===== config.mk =====
export PLATFORM = sky130hd
export DESIGN_NAME = cross_bar_scheduler_mxn
export DESIGN_NICKNAME = d
export VERILOG_FILES = /design/src/rtl/cross_bar_scheduler_mxn.sv
export SDC_FILE = /design/constraint.sdc
export NUM_CORES = 1
export LEC_CHECK = 0
export ABC_AREA = 0
export CAP_MARGIN = 40
export CORE_AREA = 2 2 75 77
export CTS_CLUSTER_SIZE = 28
export DETAILED_ROUTE_END_ITERATION = 12
export DIE_AREA = 0 0 77 79
export PLACE_DENSITY = 0.8
export SLEW_MARGIN = 10
export SYNTH_ARGS = -nofsm -noshare
export SYNTH_HDL_FRONTEND = slang
export SYNTH_SLANG_ARGS = --single-unit

===== constraint.sdc =====
create_clock -name aclk -period 4.45 [get_ports aclk]
set_clock_uncertainty 0.05 [all_clocks]
set_input_delay 0.89 -clock aclk [delete_from_list [all_inputs] [get_ports aclk]]
set_output_delay 0.89 -clock aclk [all_outputs]
set_load 0.01 [all_outputs]

===== src/rtl/cross_bar_scheduler_mxn.sv =====
// Control-plane scheduler for an MxN AXI-Stream crossbar. Each output owns one input
// per packet, chosen by pointer-based round-robin and released on the accepted tlast beat.
module cross_bar_scheduler_mxn #(
  parameter int MSEL_WIDTH   = 2,
  parameter int M_CHANNEL_NO = 2**MSEL_WIDTH,
  parameter int NSEL_WIDTH   = 2,
  parameter int N_CHANNEL_NO = 2**NSEL_WIDTH
) (
  input  logic                  aclk,
  input  logic                  aresetn,
  input  logic                  s_axis_tvalid  [M_CHANNEL_NO],
  input  logic [NSEL_WIDTH-1:0] s_axis_tdest   [M_CHANNEL_NO],
  input  logic                  m_axis_tvalid  [N_CHANNEL_NO],
  input  logic                  m_axis_tlast   [N_CHANNEL_NO],
  input  logic                  m_axis_tready  [N_CHANNEL_NO],
  output logic [MSEL_WIDTH-1:0] out_sel_bin    [N_CHANNEL_NO],
  output logic                  out_sel_active [N_CHANNEL_NO],
  output logic                  in_grant       [M_CHANNEL_NO],
  output logic                  dest_err       [M_CHANNEL_NO]
);
  typedef enum logic [1:0] {ST_IDLE = 2'b00, ST_ACTIVE = 2'b01} state_t;

  localparam logic [MSEL_WIDTH-1:0] LAST_IN = MSEL_WIDTH'(M_CHANNEL_NO - 1);
  localparam logic [NSEL_WIDTH:0]   N_LIMIT = (NSEL_WIDTH + 1)'(N_CHANNEL_NO);

  state_t                  state_r          [N_CHANNEL_NO];
  state_t                  state_nxt_s      [N_CHANNEL_NO];
  logic [MSEL_WIDTH-1:0]   ptr_r            [N_CHANNEL_NO];
  logic [MSEL_WIDTH-1:0]   ptr_nxt_s        [N_CHANNEL_NO];
  logic [MSEL_WIDTH-1:0]   sel_bin_r        [N_CHANNEL_NO];
  logic [MSEL_WIDTH-1:0]   sel_bin_nxt_s    [N_CHANNEL_NO];
  logic                    sel_active_r     [N_CHANNEL_NO];
  logic                    sel_active_nxt_s [N_CHANNEL_NO];
  logic                    in_grant_r       [M_CHANNEL_NO];
  logic                    in_grant_nxt_s   [M_CHANNEL_NO];
  logic                    dest_err_r       [M_CHANNEL_NO];
  logic                    dest_err_nxt_s   [M_CHANNEL_NO];
  logic [M_CHANNEL_NO-1:0] req_s            [N_CHANNEL_NO];
  logic [MSEL_WIDTH:0]     pick_s           [N_CHANNEL_NO];
  logic                    eop_s            [N_CHANNEL_NO];

  // Explicit wrap keeps non-power-of-2 input counts inside range
  function automatic logic [MSEL_WIDTH-1:0] ptr_inc(input logic [MSEL_WIDTH-1:0] idx);
    return (idx == LAST_IN) ? {MSEL_WIDTH{1'b0}} : idx + MSEL_WIDTH'(1);
  endfunction

  // Returns {found, winner}: first set request at or after ptr, wrapping
  function automatic logic [MSEL_WIDTH:0] rr_pick(input logic [M_CHANNEL_NO-1:0] req,
                                                   input logic [MSEL_WIDTH-1:0]   ptr);
    logic [MSEL_WIDTH-1:0] idx;
    logic [MSEL_WIDTH-1:0] win;
    logic                  found;
    idx   = ptr;
    win   = {MSEL_WIDTH{1'b0}};
    found = 1'b0;
    for (int k = 0; k < M_CHANNEL_NO; k++) begin
      win   = (!found && req[idx]) ? idx : win;
      found = found | req[idx];
      idx   = ptr_inc(idx);
    end
    return {found, win};
  endfunction

  // Per-output request vectors, round-robin winners and end-of-packet detect
  always_comb begin
    for (int j = 0; j < N_CHANNEL_NO; j++) begin
      for (int i = 0; i < M_CHANNEL_NO; i++) begin
        req_s[j][i] = s_axis_tvalid[i] & (s_axis_tdest[i] == NSEL_WIDTH'(j)) & ~in_grant_r[i];
      end
      pick_s[j] = rr_pick(req_s[j], ptr_r[j]);
      eop_s[j]  = m_axis_tvalid[j] & m_axis_tlast[j] & m_axis_tready[j];
    end
  end

  // Next-state for ownership FSMs, grants and sticky destination errors
  always_comb begin
    for (int i = 0; i < M_CHANNEL_NO; i++) begin
      in_grant_nxt_s[i] = in_grant_r[i];
      dest_err_nxt_s[i] = dest_err_r[i] |
                          (s_axis_tvalid[i] & ({1'b0, s_axis_tdest[i]} >= N_LIMIT));
    end
    for (int j = 0; j < N_CHANNEL_NO; j++) begin
      state_nxt_s[j]      = state_r[j];
      ptr_nxt_s[j]        = ptr_r[j];
      sel_bin_nxt_s[j]    = sel_bin_r[j];
      sel_active_nxt_s[j] = sel_active_r[j];
      case (state_r[j])
        ST_IDLE: begin
          if (pick_s[j][MSEL_WIDTH]) begin
            state_nxt_s[j]      = ST_ACTIVE;
            sel_bin_nxt_s[j]    = pick_s[j][MSEL_WIDTH-1:0];
            sel_active_nxt_s[j] = 1'b1;
            ptr_nxt_s[j]        = ptr_inc(pick_s[j][MSEL_WIDTH-1:0]);
            in_grant_nxt_s[pick_s[j][MSEL_WIDTH-1:0]] = 1'b1;
          end else begin
            sel_active_nxt_s[j] = 1'b0;
          end
        end
        ST_ACTIVE: begin
          if (eop_s[j]) begin
            state_nxt_s[j]      = ST_IDLE;
            sel_active_nxt_s[j] = 1'b0;
            in_grant_nxt_s[sel_bin_r[j]] = 1'b0;
          end else begin
            sel_active_nxt_s[j] = 1'b1;
          end
        end
        default: begin
          // Corrupted state: drop ownership, freeing the input only if this output held it
          state_nxt_s[j]      = ST_IDLE;
          sel_active_nxt_s[j] = 1'b0;
          if (sel_active_r[j]) begin
            in_grant_nxt_s[sel_bin_r[j]] = 1'b0;
          end else begin
            in_grant_nxt_s[sel_bin_r[j]] = in_grant_nxt_s[sel_bin_r[j]];
          end
        end
      endcase
    end
  end

  // State and output registers
  always_ff @(posedge aclk or negedge aresetn) begin
    if (!aresetn) begin
      for (int j = 0; j < N_CHANNEL_NO; j++) begin
        state_r[j]      <= ST_IDLE;
        ptr_r[j]        <= {MSEL_WIDTH{1'b0}};
        sel_bin_r[j]    <= {MSEL_WIDTH{1'b0}};
        sel_active_r[j] <= 1'b0;
      end
      for (int i = 0; i < M_CHANNEL_NO; i++) begin
        in_grant_r[i] <= 1'b0;
        dest_err_r[i] <= 1'b0;
      end
    end else begin
      for (int j = 0; j < N_CHANNEL_NO; j++) begin
        state_r[j]      <= state_nxt_s[j];
        ptr_r[j]        <= ptr_nxt_s[j];
        sel_bin_r[j]    <= sel_bin_nxt_s[j];
        sel_active_r[j] <= sel_active_nxt_s[j];
      end
      for (int i = 0; i < M_CHANNEL_NO; i++) begin
        in_grant_r[i] <= in_grant_nxt_s[i];
        dest_err_r[i] <= dest_err_nxt_s[i];
      end
    end
  end

  assign out_sel_bin    = sel_bin_r;
  assign out_sel_active = sel_active_r;
  assign in_grant       = in_grant_r;
  assign dest_err       = dest_err_r;

endmodule

==> results.txt, run 1 <==
Drc violations -> 0
# hold bufs at CTS -> 0
Slew headroom -> 52.1%
Post-CTS setup buffer count -> 0
Resize count post-CTS -> 0
Total CTS buffers -> 3
Final hold violation count -> 0
HPWL Detailed -> 5620 µm
Leakage Power -> 1.39 nW
YS warnings -> 0
WL/cell -> 16.8 µm
Worst Tran Pin Value -> 715 ps
WP data arrival -> 4080 ps
Post-Syn Instances -> 320
Core Area -> 5340 µm²
Die height -> 79 µm
WL final -> 7280 µm
Worst endpoint required time -> 4620 ps
Via count -> 2794
Root Driver -> clkbuf_8
CP max FO -> 8
Area after DPL -> 3310 µm²
Fillers -> 454
Synthesis-stage register bit count -> 28
Final net count -> 408
Part of the cycle the worst path needs -> 88.0%
Pre-antenna DRT Iters -> 5
Avg Cell Area, Syn -> 8.81 µm²
N_diodes -> 0
Type of the worst setup path -> input port to flip-flop
Max cap viols -> 0
Post-Layout Cell Count -> 433
Main flop type after synthesis -> dfrtp_1
Vias per cell -> 6.45
Worst-case hold slack -> 515 ps
Post-synth EDFFs -> 0
Global Route Usage Sum -> 24.5%
First-pass GRT wire length -> 12200 µm
H-tree depth -> 1
Pwr per Cell Area -> 573 nW/µm²
Cell variety after synth -> 66
Placed instance count -> 429
Clock buffer depth -> 2
Worst-path clk slew -> 100 ps
Final ANT Viol Nets -> 0
Post-synthesis cell area -> 2820 µm²
Die Area -> 6080 µm²
Asr flop ratio synth -> 100%
Crit. End Element -> flip-flop
Initial antenna violation count -> 0
Commonest non-fill, non-tap cell in the layout -> clkdlybuf4s50_1
Area Growth Syn to Fin -> 20.1%
Seq/Total Area, Yosys -> 24.9%
Startpoint types -> input port
Register Area -> 701 µm²
Hold Path Class -> flip-flop to flip-flop
Final max-slew violation count -> 0
Io pins -> 46
GP Congestion -> 0.915
Clock sinks -> 28
Setup violators final -> 0
Post-route cell area -> 3390 µm²
Run status -> finished, final reports clean
Max VDD drop -> 0.000276 V
Vias in the first global route -> 2564
Layout cells sized above 1 -> 11.9%
Clk Latency, worst-skew pair -> 270 ps
Multi-input logic area -> 1970 µm²
Final global-route overflow total -> 0
Chip width -> 77 µm
Initial DRC count -> 345
IO Port Bufs -> 41
Commonest non-fill, non-tap cells in the layout -> 41 x clkdlybuf4s50_1, 29 x nor2_1, 28 x dfrtp_1
CTS tree -> yes
Power, Total -> 0.00194 W
RSZ-0062 raised after global routing -> no
Fin Setup TNS -> 0 ps
Initial Util -> 52.8%
Max Fclk -> 0.255 GHz
Largest net degree at the start of global routing -> 17
Row cnt -> 27
Final Critical Period -> 3920 ps
## worst paths after layout
kind / slack, ps / from / depth (start not counted) / to
worst max-delay path: 530 / s_axis_tdest[1] / 12 / in_grant[1]
worst min-delay path: 510 / state_r[6] / 1 / state_r[6]
worst max register to register: 1190 / in_grant[2] / 11 / in_grant[1]
worst min register to register: 510 / state_r[6] / 1 / state_r[6]
max in group asynchronous: 2900 / aresetn / 2 / ptr_r[2]
min in group asynchronous: 940 / aresetn / 1 / state_r[4]
## power by group
part           internal (W)  switching, W  total [W]  leakage, nW
Sequential         0.000368      0.000167   0.000535        0.335
Clock              0.000120     0.0000804   0.000201       0.0357
Combinational      0.000565      0.000638    0.00120         1.02
Total               0.00105      0.000885    0.00194         1.39
## Yosys cell counts (3+ instances only)
| master | n | area share, % |
|---|---|---|
| a21oi_1 | 13 | 2.3 |
| nor4bb_1 | 3 | 1.1 |
| or4bb_1 | 3 | 1.2 |
| and3_1 | 3 | 0.67 |
| o31ai_1 | 4 | 1.1 |
| nor4_1 | 3 | 0.67 |
| nor3_1 | 11 | 2.0 |
| and4bb_2 | 5 | 2.2 |
| or2_2 | 5 | 1.1 |
| a32oi_1 | 3 | 0.93 |
| nand4_1 | 6 | 1.3 |
| o21a_1 | 5 | 1.3 |
| buf_4 | 4 | 1.1 |
| o2111ai_1 | 3 | 0.93 |
| nand3_1 | 8 | 1.4 |
| o22ai_1 | 3 | 0.67 |
| nor2_1 | 29 | 3.9 |
| clkbuf_1 | 8 | 1.1 |
| dfrtp_1 | 28 | 25 |
| a21o_1 | 6 | 1.6 |
| o21ai_0 | 27 | 4.8 |
| nand4bb_1 | 5 | 2.0 |
| mux2i_1 | 4 | 1.4 |
| or4b_4 | 3 | 1.5 |
| mux2_2 | 6 | 2.4 |
| nand2_1 | 19 | 2.5 |
| nand4b_1 | 4 | 1.2 |
| nor4b_1 | 3 | 0.93 |
| a31oi_1 | 3 | 0.67 |
| ha_1 | 20 | 8.9 |
| inv_1 | 21 | 2.8 |
| a221oi_1 | 5 | 1.6 |
| mux4_2 | 6 | 4.8 |
## flip-flops by register name, summed over array words and instances (netlist names)
name            flops
ptr_r               8
out_sel_bin         8
out_sel_active      4
in_grant            4
state_r             4
## metal layers
| layer | GRT usage, % | vias up | wire length (µm) |
|---|---|---|---|
| li1 | - | 1313 | - |
| met1 | 32.5 | 1348 | 3280 |
| met2 | 41.7 | 119 | 3400 |
| met3 | 2.95 | 14 | 455 |
| met4 | 8.39 | 0 | 150 |
| met5 | 0 | - | 0 |
## cell families after synthesis
| kind of cell | count (synthesis) | share of synthesized area [%] |
|---|---|---|
| AO/OA/AOI/OAI | 95 | 23.8 |
| adder cells (fa/ha/maj) | 20 | 8.88 |
| buffers and inverters | 35 | 5.50 |
| flip-flops | 28 | 24.9 |
| multiplexers | 17 | 9.14 |
| other | 1 | 0.133 |
| AND/OR/NAND/NOR | 124 | 27.7 |
## final cells by class
type	instances	share of cell area (%)
clock buffer	3	1.22
clock inverter	1	0.887
inverter	21	2.33
multi-input combinational	260	58.3
sequential	28	20.7
tap	72	2.66
timing repair buffer	48	13.9
## through the flow
stage	util, %	setup slack, ps
after CTS	63.4	561
after global routing	63.4	354
after global placement	61.8	453
final	63.4	534
after floorplan	-	1110
after detailed placement	62.1	301
## worst max-delay path, stage by stage
cell and delay (ps):
clkdlybuf4s50_1 520, or4b_1 640, mux4_2 580, o21a_1 140, o22a_2 250, inv_1 110
ha_1 160, nand2_1 60, a221oi_1 280, o21ai_0 160, a21oi_1 170, a221o_1 120
No activity file was read; power rests on OpenSTA's default activity.
==> run 2: changes to the inputs <==
--- a/config.mk
+++ b/config.mk
@@ -11,6 +11,7 @@
 export CTS_CLUSTER_SIZE = 28
 export DETAILED_ROUTE_END_ITERATION = 12
 export DIE_AREA = 0 0 77 79
+export HOLD_SLACK_MARGIN = 0.05
 export PLACE_DENSITY = 0.8
 export SLEW_MARGIN = 10
 export SYNTH_ARGS = -nofsm -noshare
==> results of run 2 <==
No change in the layout: final DEF, timing and power equal those of run 1.
==> run 3: changes to the inputs <==
--- a/config.mk
+++ b/config.mk
@@ -7,12 +7,13 @@
 export LEC_CHECK = 0
 export ABC_AREA = 0
 export CAP_MARGIN = 40
-export CORE_AREA = 2 2 75 77
+export CORE_AREA = 2 2 79 81
 export CTS_CLUSTER_SIZE = 28
 export DETAILED_ROUTE_END_ITERATION = 12
-export DIE_AREA = 0 0 77 79
+export DIE_AREA = 0 0 81 83
+export GPL_ROUTABILITY_DRIVEN = 0
 export HOLD_SLACK_MARGIN = 0.05
-export PLACE_DENSITY = 0.8
+export PLACE_DENSITY = 0.76
 export SLEW_MARGIN = 10
 export SYNTH_ARGS = -nofsm -noshare
 export SYNTH_HDL_FRONTEND = slang
==> constraint.sdc (replaced) <==
create_clock -name aclk -period 3.21 [get_ports aclk]
set_clock_uncertainty 0.05 [all_clocks]
set_input_delay 0.642 -clock aclk [delete_from_list [all_inputs] [get_ports aclk]]
set_output_delay 0.642 -clock aclk [all_outputs]
set_load 0.01 [all_outputs]
==> results.txt, run 3 (synthesized netlist as in run 1, its figures left out) <==
Worst Tran Pin Value -> 535 ps (-180 ps)
WL/cell -> 16.8 µm (+0.14%)
Placed instance count -> 486 (+13%)
Root Driver -> clkbuf_8
Clock buffer depth -> 2 (unchanged)
Chip width -> 81 µm (+5.2%)
Vias in the first global route -> 2884 (+12%)
# hold bufs at CTS -> 0 (unchanged)
R2r worst-path depth -> 10 (-1)
CP delay by family, top -> compound AO/OA/AOI/OAI gates
WP depth -> 11 (-1)
HPWL Detailed -> 6300 µm (+12%)
Slew headroom -> 64.2% (+12 points)
Critical-path cell list -> dlymetal6s2s_1 > buf_6 > and4bb_2 > mux4_2 > a311oi_4 > o2111ai_2 > nand2_2 > inv_1 > ha_1 > nor3b_1 > a221o_1
H-tree depth -> 1 (unchanged)
N_diodes -> 0 (unchanged)
RSZ-0062 raised after global routing -> no
Type of the worst setup path -> input port to flip-flop
CP max stage delay -> 510 ps (-130 ps)
WP data arrival -> 3090 ps (-990 ps)
Final hold violation count -> 0 (unchanged)
Final Critical Period -> 2960 ps
Fin Setup TNS -> 0 ps (unchanged)
CP max FO -> 7 (-1)
Initial Util -> 48.5% (-4.3 points)
Final core occ -> 68.1% (+4.7 points)
Vias per cell -> 6.11 (-5.4%)
Slowest CP cell -> mux4_2
First-pass GRT wire length -> 13500 µm (+11%)
Via count -> 3010 (+7.7%)
Worst endpoint required time -> 3340 ps (-1280 ps)
Max cap viols -> 0 (unchanged)
Largest net degree at the start of global routing -> 29 (+12)
Total CTS buffers -> 3 (unchanged)
Power, Total -> 0.00302 W (+56%)
Pwr per Cell Area -> 762 nW/µm² (+33%)
Commonest non-fill, non-tap cell in the layout -> buf_4
Core Area -> 5820 µm² (+9.0%)
Worst-path clk slew -> 100 ps (about the same)
Max Fclk -> 0.338 GHz
IO Port Bufs -> 41 (unchanged)
Final net count -> 465 (+14%)
Initial antenna violation count -> 0 (unchanged)
Commonest non-fill, non-tap cells in the layout -> 54 x buf_4, 29 x nor2_1, 29 x clkdlybuf4s50_1
WL final -> 8310 µm (+14%)
Area Growth Syn to Fin -> 40.5%
Initial DRC count -> 251 (-27%)
Final ANT Viol Nets -> 0 (unchanged)
Final global-route overflow total -> 0 (unchanged)
Layout cells sized above 1 -> 27.5% (+16 points)
Global Route Usage Sum -> 24.9% (+0.42 points)
Hold path depth -> 1 (unchanged)
Die Area -> 6720 µm² (+11%)
Pre-antenna DRT Iters -> 4 (-1)
Part of the cycle the worst path needs -> 92.1%
Clk Latency, worst-skew pair -> 280 ps (about the same)
CP Buf/Inv Count -> 3 (+1)
Max VDD drop -> 0.000433 V (+57%)
Hold Path Class -> flip-flop to flip-flop
Clock sinks -> 28 (unchanged)
Crit. End Element -> flip-flop
Startpoint types -> input port
Io pins -> 46 (unchanged)
Run status -> finished, final reports clean
Setup violators final -> 0 (unchanged)
Drc violations -> 0 (unchanged)
Leakage Power -> 1.79 nW (+29%)
CTS tree -> yes
Final max-slew violation count -> 0 (unchanged)
Post-Layout Cell Count -> 493 (+14%)
Die height -> 83 µm (+5.1%)
Row cnt -> 28 (+3.7%)
[run 3: final timing paths]
check	slack, ps	from	end
worst min-delay path	520	state_r[0]	out_sel_active[0]
worst max-delay path	250	s_axis_tdest[0]	in_grant[1]
max in group asynchronous	2160	aresetn	in_grant[3]
min in group asynchronous	680	aresetn	out_sel_bin[4]
worst max register to register	270	in_grant[2]	in_grant[1]
worst min register to register	520	state_r[0]	out_sel_active[0]
[run 3: layer usage]
metal  GRT usage, %  part of all wire, %  wire (µm)  vias up
li1               -                    -          -     1427
met4           7.09                  1.8        148        0
met1           35.7                   46       3800     1439
met3           1.74                  5.8        478       12
met2           40.0                   47       3880      132
met5              0                    0          0        -
[run 3: metrics by stage]
| step | worst slack, ps | instance area, µm² | hold slack [ps] |
|---|---|---|---|
| after floorplan | 122 | 2830 | 296 |
| after global placement | -337 | 3720 | 477 |
| after detailed placement | -397 | 3720 | 493 |
| after CTS | -7.95 | 3830 | 517 |
| after global routing | 151 | 3960 | 539 |
| final | 254 | 3960 | 525 |
[run 3: cell type report]
cell class              instances  area [µm²]
multi-input cells             260        2060
fillers                       492        1850
repair buffers                105         958
flip-flops and latches         28         701
well taps                      75        93.8
inverters                      21        78.8
clock buffers                   3        41.3
clock inverters                 1        30.0
[run 3: repair_timing]
| action | CTS | global route |
|---|---|---|
| gates resized for setup | 8 | 35 |
| setup buffers | 1 | 2 |
| endpoints found under the setup margin | 5 | 5 |
| hold endpoints to repair | 0 | 0 |
| pin swaps | 1 | 5 |
[run 3: power breakdown]
group / internal, W / leakage (nW) / switching, W / total, W
clock network: 0.000167 / 0.0357 / 0.000117 / 0.000284
logic: 0.000975 / 1.42 / 0.00103 / 0.00201
registers: 0.000510 / 0.335 / 0.000217 / 0.000728
total: 0.00165 / 1.79 / 0.00137 / 0.00302
